$ cat src/rtl/rx_message_assembler.sv
// Packs received UART bytes into a 64-bit message closed by fill, terminator or idle timeout.
// Optional feature macro: RX_MSG_TIMEOUT_EN enables the inter-byte idle timeout.
module rx_message_assembler #(
    parameter int         MSG_BYTES      = 8,
    parameter logic [7:0] TERM_BYTE      = 8'h0D,
    parameter int         TIMEOUT_CYCLES = 10416
) (
    input  logic        clk,
    input  logic        reset,
    input  logic [7:0]  Byte_In,
    input  logic        byte_has_been_received,
    input  logic        message_ack,
    output logic [63:0] Message_Out,
    output logic        message_valid,
    output logic [3:0]  byte_count,
    output logic        overflow
);

    localparam logic [1:0] ST_IDLE    = 2'd0;
    localparam logic [1:0] ST_COLLECT = 2'd1;
    localparam logic [1:0] ST_DONE    = 2'd2;
    localparam logic [3:0] FULL_COUNT = 4'(MSG_BYTES);

    if (MSG_BYTES < 1 || MSG_BYTES > 8 || TIMEOUT_CYCLES < 1) begin : g_bad_cfg
        $error("rx_message_assembler: unsupported parameter set");
    end

    function automatic logic [63:0] insert_byte(input logic [63:0] msg,
                                                input logic [3:0]  idx,
                                                input logic [7:0]  data);
        logic [63:0] res;
        res = msg;
        for (int i = 0; i < 8; i++) begin
            if (idx == 4'(i)) begin
                res[63-8*i -: 8] = data;
            end
        end
        return res;
    endfunction

    logic [1:0]  state_r;
    logic [1:0]  state_nxt_s;
    logic [63:0] msg_nxt_s;
    logic [3:0]  count_nxt_s;
    logic        valid_nxt_s;
    logic        overflow_nxt_s;
    logic        is_term_s;
    logic        timeout_hit_s;

    assign is_term_s = (Byte_In == TERM_BYTE);

`ifdef RX_MSG_TIMEOUT_EN
    localparam int                TO_W    = (TIMEOUT_CYCLES > 1) ? $clog2(TIMEOUT_CYCLES) : 1;
    localparam logic [TO_W-1:0]   TO_LAST = TO_W'(TIMEOUT_CYCLES - 1);

    logic [TO_W-1:0] to_cnt_r;

    // A byte arriving in the expiry cycle takes priority over the timeout.
    assign timeout_hit_s = (state_r == ST_COLLECT) && (to_cnt_r == TO_LAST) && !byte_has_been_received;

    // Idle counter: clears on bytes and outside COLLECT, saturates at the expiry value.
    always_ff @(posedge clk or posedge reset) begin
        if (reset) begin
            to_cnt_r <= '0;
        end else if (byte_has_been_received || (state_r != ST_COLLECT)) begin
            to_cnt_r <= '0;
        end else if (to_cnt_r != TO_LAST) begin
            to_cnt_r <= to_cnt_r + TO_W'(1);
        end else begin
            to_cnt_r <= to_cnt_r;
        end
    end
`else
    assign timeout_hit_s = 1'b0;
`endif

    // Next-state and next-output computation for the assembler FSM.
    always_comb begin
        state_nxt_s    = state_r;
        msg_nxt_s      = Message_Out;
        count_nxt_s    = byte_count;
        valid_nxt_s    = message_valid;
        overflow_nxt_s = overflow;
        case (state_r)
            ST_IDLE: begin
                if (byte_has_been_received && !is_term_s) begin
                    msg_nxt_s   = insert_byte(Message_Out, 4'd0, Byte_In);
                    count_nxt_s = 4'd1;
                    if (FULL_COUNT == 4'd1) begin
                        state_nxt_s = ST_DONE;
                        valid_nxt_s = 1'b1;
                    end else begin
                        state_nxt_s = ST_COLLECT;
                    end
                end else begin
                    state_nxt_s = ST_IDLE;
                end
            end
            ST_COLLECT: begin
                if (byte_has_been_received) begin
                    if (is_term_s) begin
                        state_nxt_s = ST_DONE;
                        valid_nxt_s = 1'b1;
                    end else begin
                        msg_nxt_s   = insert_byte(Message_Out, byte_count, Byte_In);
                        count_nxt_s = byte_count + 4'd1;
                        if ((byte_count + 4'd1) == FULL_COUNT) begin
                            state_nxt_s = ST_DONE;
                            valid_nxt_s = 1'b1;
                        end else begin
                            state_nxt_s = ST_COLLECT;
                        end
                    end
                end else if (timeout_hit_s) begin
                    state_nxt_s = ST_DONE;
                    valid_nxt_s = 1'b1;
                end else begin
                    state_nxt_s = ST_COLLECT;
                end
            end
            ST_DONE: begin
                // Ack wins over a same-cycle byte, which is dropped without flagging overflow.
                if (message_ack) begin
                    state_nxt_s    = ST_IDLE;
                    msg_nxt_s      = 64'h0;
                    count_nxt_s    = 4'd0;
                    valid_nxt_s    = 1'b0;
                    overflow_nxt_s = 1'b0;
                end else if (byte_has_been_received) begin
                    overflow_nxt_s = 1'b1;
                end else begin
                    state_nxt_s = ST_DONE;
                end
            end
            default: begin
                state_nxt_s    = ST_IDLE;
                msg_nxt_s      = 64'h0;
                count_nxt_s    = 4'd0;
                valid_nxt_s    = 1'b0;
                overflow_nxt_s = 1'b0;
            end
        endcase
    end

    // State and registered outputs.
    always_ff @(posedge clk or posedge reset) begin
        if (reset) begin
            state_r       <= ST_IDLE;
            Message_Out   <= 64'h0;
            byte_count    <= 4'd0;
            message_valid <= 1'b0;
            overflow      <= 1'b0;
        end else begin
            state_r       <= state_nxt_s;
            Message_Out   <= msg_nxt_s;
            byte_count    <= count_nxt_s;
            message_valid <= valid_nxt_s;
            overflow      <= overflow_nxt_s;
        end
    end

endmodule
$ cat config.mk
export PLATFORM = sky130hd
export DESIGN_NAME = rx_message_assembler
export DESIGN_NICKNAME = d
export VERILOG_FILES = /design/src/rtl/rx_message_assembler.sv
export SDC_FILE = /design/constraint.sdc
export NUM_CORES = 1
export LEC_CHECK = 0
export CORE_MARGIN = 3
export CORE_UTILIZATION = 50
export DETAILED_ROUTE_END_ITERATION = 16
export PLACE_DENSITY = 0.79
export SLEW_MARGIN = 10
export SYNTH_ARGS = -nofsm -noshare
export SYNTH_HDL_FRONTEND = slang
export SYNTH_SLANG_ARGS = --single-unit
$ cat constraint.sdc
create_clock -name clk -period 7.6 [get_ports clk]
set_input_delay 1.9 -clock clk [delete_from_list [all_inputs] [get_ports clk]]
set_output_delay 1.9 -clock clk [all_outputs]
set_load 0.02 [all_outputs]
Yosys cells after proc, flatten, opt, wreduce, memory -nomap -nowiden
Cells that the tools add are included.
{"block": "op_classes", "n_eq_ne": 26, "bitwise_logic": 2, "n_reduce_logical": 16, "n_div": 0, "n_lt_le_gt_ge": 0, "addsub": 1, "n_shift": 0, "muxes": 33, "n_mul": 0}
{"operator": "$mux W64", "n": 4}
{"operator": "$pmux W64 S3", "n": 1}
{"operator": "$mux W8", "n": 8}
{"operator": "$reduce_and A5 Y1", "n": 8}
{"operator": "$ne A2 B2 Y1 const B", "n": 12}
{"operator": "$eq A4 B3 Y1 const B", "n": 4}
{"operator": "$mux W4", "n": 4}
{"operator": "$pmux W4 S3", "n": 1}
{"operator": "$mux W2", "n": 5}
{"operator": "$ne A3 B3 Y1 const B", "n": 3}
{"operator": "$eq A4 B2 Y1 const B", "n": 2}
{"operator": "$eq A8 B4 Y1 const B", "n": 1}
{"operator": "$reduce_and A4 Y1", "n": 2}
{"operator": "$mux W1", "n": 7}
{"operator": "$pmux W2 S3", "n": 1}
{"operator": "$add A4 B1 Y4 const B", "n": 1}
{"operator": "$eq A4 B1 Y1 const B", "n": 1}
{"operator": "$eq A4 B4 Y1 const B", "n": 1}
{"operator": "$logic_not A4 Y1", "n": 1}
{"operator": "$pmux W1 S3", "n": 1}
{"operator": "$eq A2 B1 Y1 const B", "n": 1}
{"operator": "$eq A2 B2 Y1 const B", "n": 1}
{"operator": "$logic_not A2 Y1", "n": 1}
{"operator": "$not A1 Y1", "n": 2}
{"operator": "5 further kinds", "n": 5}
{"block": "word_totals", "register_bits": 72, "word_cells": 90, "inputBits": 12, "latch_bits": 0, "ramBits": 0, "output_inout_bits": 70, "rom_bits": 0, "memories": 0}

Longest topological paths before layout
{"block": "logic_depth", "depth_word": 6, "ltp_mapped": 7, "depth_no_buf": 5}

Least setup slack after synthesis
No wires, ideal clock.
{"block": "synth_path", "kind": "input-to-reg", "start": "input Byte_In[2]", "end": "register Message_Out[56]", "setup_slack_ps": 4440, "t_required_ps": 7475, "arrival_time_ps": 3036, "cell_stages": 4, "setup_time_ps": 125, "path_buffers": 0, "cell_sequence": "nor4bb_4 and2_4 a221oi_4 mux2_2"}
{"block": "synth_via", "elab_chain_cells": 5, "elab_cells_between_ends": 6, "cone_classes": "eq/ne: 3; reduce/logical: 3"}
{"element": "start, declared", "line": "10", "source": "input logic [7:0] Byte_In,"}
{"element": "$eq A8 B4 Y1 (*)", "line": "50", "source": "assign is_term_s = (Byte_In == TERM_BYTE);"}
{"element": "$logic_not A1 Y1", "line": "86", "source": "if (byte_has_been_received && !is_term_s) begin"}
{"element": "$logic_and A1 B1 Y1", "line": "86"}
{"element": "$ne A2 B2 Y1 (no source line)"}
{"element": "$reduce_and A5 Y1 (no source line) (*)"}
{"element": "end signal, assigned", "line": "155", "source": "Message_Out <= msg_nxt_s;"}
{"element": "end, declared", "line": "13", "source": "output logic [63:0] Message_Out,"}
Every way passes the cells marked *; elsewhere a longest branch is shown, timed or not.
A chain may end at the register's enable or synchronous reset.

Worst setup path after layout
{"block": "layout_path", "start": "input Byte_In[6]", "end": "register Message_Out[51]"}
{"block": "layout_via", "elab_chain_cells": 3}
{"element": "$eq A8 B4 Y1", "line": "50"}
{"element": "$ne A2 B2 Y1 (no source line)"}
{"element": "$reduce_and A5 Y1 (no source line)"}
Every way passes these cells.

==> impl_metrics.py <==
metrics = {
    "run_status": {
        "status": "complete, no violations",
    },
    "die": {
        "die_x_um": 85.3,
        "ioPinCount": 82,
        "die_area_mm2": 0.00728,
        "start_util": 0.525,
        "num_rows": 28,
        "die_y_um": 85.3,
        "coreArea_mm2": 0.00599,
    },
    "yosys": {
        "ys_ff_latch": 72,
        "synth_compound_gate_area_share": 0.214,
        "synth_adder_area_share": 0.0159,
        "synthCells": 253,
        "async_flop_share": 1.00,
        "syn_nets": 269,
        "syn_area_mm2": 0.00315,
        "ys_warn_count": 0,
        "synth_ff_type": "dfrtp_1",
        "yosysSeqAreaShare": 0.573,
        "syn_avg_cell_area_um2": 12.4,
        "synth_xor_area_frac": 0,
        "synth_cell_type_count": 39,
        "synth.area.mux_share": 0.0541,
        "synth_top_family_by_area": "compound AO/OA/AOI/OAI gates",
        "synth_simple_gate_area_frac": 0.120,
        "synth_edf_count": 0,
    },
    "sta": {
        "setup_viol": 0,
        "hold_viol": 0,
        "skew_ps": 9.94,
        "rsz0062_at_grt": "false",
        "max_freq_mhz": 282,
        "tightest_slew_ps": 898,
        "max_slew_margin": 0.401,
        "min_period_ps": 3540,
        "fin_crit_sh": 0.466,
        "fin_tns_setup_ps": 0,
        "drv_slew": 0,
        "fin_ws_ps": 4060,
    },
    "place": {
        "routabilityCongestion": 0.771,
        "dp_worst_setup_slack_ps": 3710,
        "portBuffers": 81,
        "dp_hpwl_um": 5640,
    },
    "grt": {
        "antenna_found_initial": 0,
        "grt-ovfl-total": 0,
        "grt_max_degree": 73,
        "grt_pass1_wl_um": 13800,
        "first_global_vias": 2526,
        "grt_usage": 0.247,
    },
    "finish": {
        "utilization": 0.708,
        "nNetsFinal": 354,
        "layout_commonest_cell": "clkdlybuf4s50_1",
        "area_delta_synth_final_pct": 34.8,
        "final_cell_mix": "81 x clkdlybuf4s50_1, 72 x dfrtp_1, 48 x o2bb2ai_1, 32 x nand2_1, 11 x nor2b_1",
        "num_antenna_cells": 0,
        "drive_gt1_frac": 0.117,
    },
    "pwr": {
        "p_clk_frac": 0.189,
        "total_leakage_power_nw": 1.75,
        "power_frac_seq": 0.361,
        "p_int_mw": 1.12,
        "p_switching_mw": 0.675,
        "power_frac_comb": 0.449,
        "ir_drop_v": 0.000241,
        "switching_share": 0.377,
        "power_per_cell_area_mw_per_mm2": 423,
    },
    "worst_setup_path": {
        "critPathSlowestCell": "clkdlybuf4s50_1",
        "critPathArrivalTime_ps": 3760,
        "path_depth": 5,
        "cp_top_family": "simple AND/OR/NAND/NOR gates",
        "start_kind": "primary input",
        "end_kind": "flop",
        "cpPeakStageDelay_ps": 500,
        "r2r_cells": 4,
        "reg2reg_slack_ps": 5150,
        "cp_max_fo": 9,
        "critPathRequiredTime_ps": 7810,
        "critical_path_buf_inv_count": 1,
        "critPathKind": "in -> reg",
        "cp_cell_sequence": "clkdlybuf4s50_1 > nor4b_2 > nand2_1 > nand4_1 > o2bb2ai_1",
    },
    "drt": {
        "routedWlPerCell_um": 20.1,
        "drt-pass1-iter-count": 5,
        "vias": 2504,
        "drt_iter0_drc": 205,
        "totalWireLength_um": 8390,
        "route.detailed.drc": 0,
        "vias_per_cell": 5.99,
        "ant_nets": 0,
    },
    "cts": {
        "cts_tree": "yes",
        "clkTransAtPathRegs_ps": 80,
        "cts_max_path_buffers": 2,
        "ctsHoldBuffers": 0,
        "cts_sinks": 72,
        "post_cts_resized": 0,
        "cts_buffers": 9,
        "clk_latency_ps": 350,
        "htree_levels": 3,
        "clock-root-buffer": "clkbuf_8",
        "cts_setup_buffers": 0,
    },
    "hold_path": {
        "hold-path-cell-count": 1,
        "hold_class": "reg -> reg",
    },
    "run": {
        "maxCapViolCount": 0,
    },
}
## cells by family after synthesis
kind of cell | Yosys count
compound gates | 75
flops | 72
simple gates | 70
buf+inv | 16
mux | 16
fa+ha+maj | 4
## path summary, 6_finish.rpt
| check | from | end |
|---|---|---|
| worst max register to register | state_r[1] | Message_Out[62] |
| worst min register to register | Message_Out[25] | Message_Out[25] |
| worst max-delay path | Byte_In[6] | Message_Out[51] |
| worst min-delay path | Message_Out[25] | Message_Out[25] |
| min in group asynchronous | reset | byte_count[2] |
| max in group asynchronous | reset | Message_Out[43] |
## metal layers
metal  global-route usage  routed length, µm  share of wire  vias to the layer above
met1                0.371               3800           0.45                     1276
met4                0.105                183          0.022                        0
met3               0.0379                556          0.066                       17
met2                0.357               3850           0.46                       99
met5                    0                  0              0                        -
li1                     -                  -              -                     1112
## flip-flops by register name, summed over array words and instances, names as in the netlist
| register | flops |
|---|---|
| overflow | 1 |
| message_valid | 1 |
| Message_Out | 64 |
| state_r | 2 |
| byte_count | 4 |
## worst reg2reg max path, cell delays in order (launching register included)
cell	delay [ps]
dfrtp_1	800
nand2b_1	520
a21oi_1	140
a221oi_4	470
mux2_2	410
## power groups by stage
stage	sequential [mW]	combinational [mW]	clock [mW]
finish	0.648	0.805	0.339
detailed placement	0.647	0.808	0
floorplan	0.809	0.254	0
CTS	0.646	0.812	0.342
global route	0.668	0.856	0.360
global placement	0.650	0.795	0
## cell usage after synthesis, types with 5 or more instances
master,count,area share
o2111ai_2,6,0.029
nor2b_1,11,0.022
o2bb2ai_1,48,0.13
dfrtp_1,72,0.57
inv_1,6,0.0072
mux2i_1,8,0.025
nand3_1,8,0.013
a21oi_1,5,0.0080
buf_2,5,0.0080
nand2_1,32,0.038
mux2_2,6,0.021
## through the flow
stage / power (mW) / cells / area, µm² / hold WS [ps]
global placement: 1.45 / 402 / 4020 / 477
global route: 1.88 / 418 / 4240 / 511
detailed placement: 1.46 / 402 / 4020 / 474
finish: 1.79 / 418 / 4240 / 491
CTS: 1.80 / 418 / 4240 / 497
floorplan: 1.06 / 253 / 3150 / 597
## area by class of cell
class	count	area, µm²
Sequential cell	72	1800
Fill cell	433	1750
Multi-Input combinational cell	165	1270
Timing Repair Buffer	83	826
Clock buffer	11	141
Tap cell	75	93.8
Clock inverter	5	80.1
Inverter	7	26.3
Note: power is estimated with default switching activity, not from simulation.
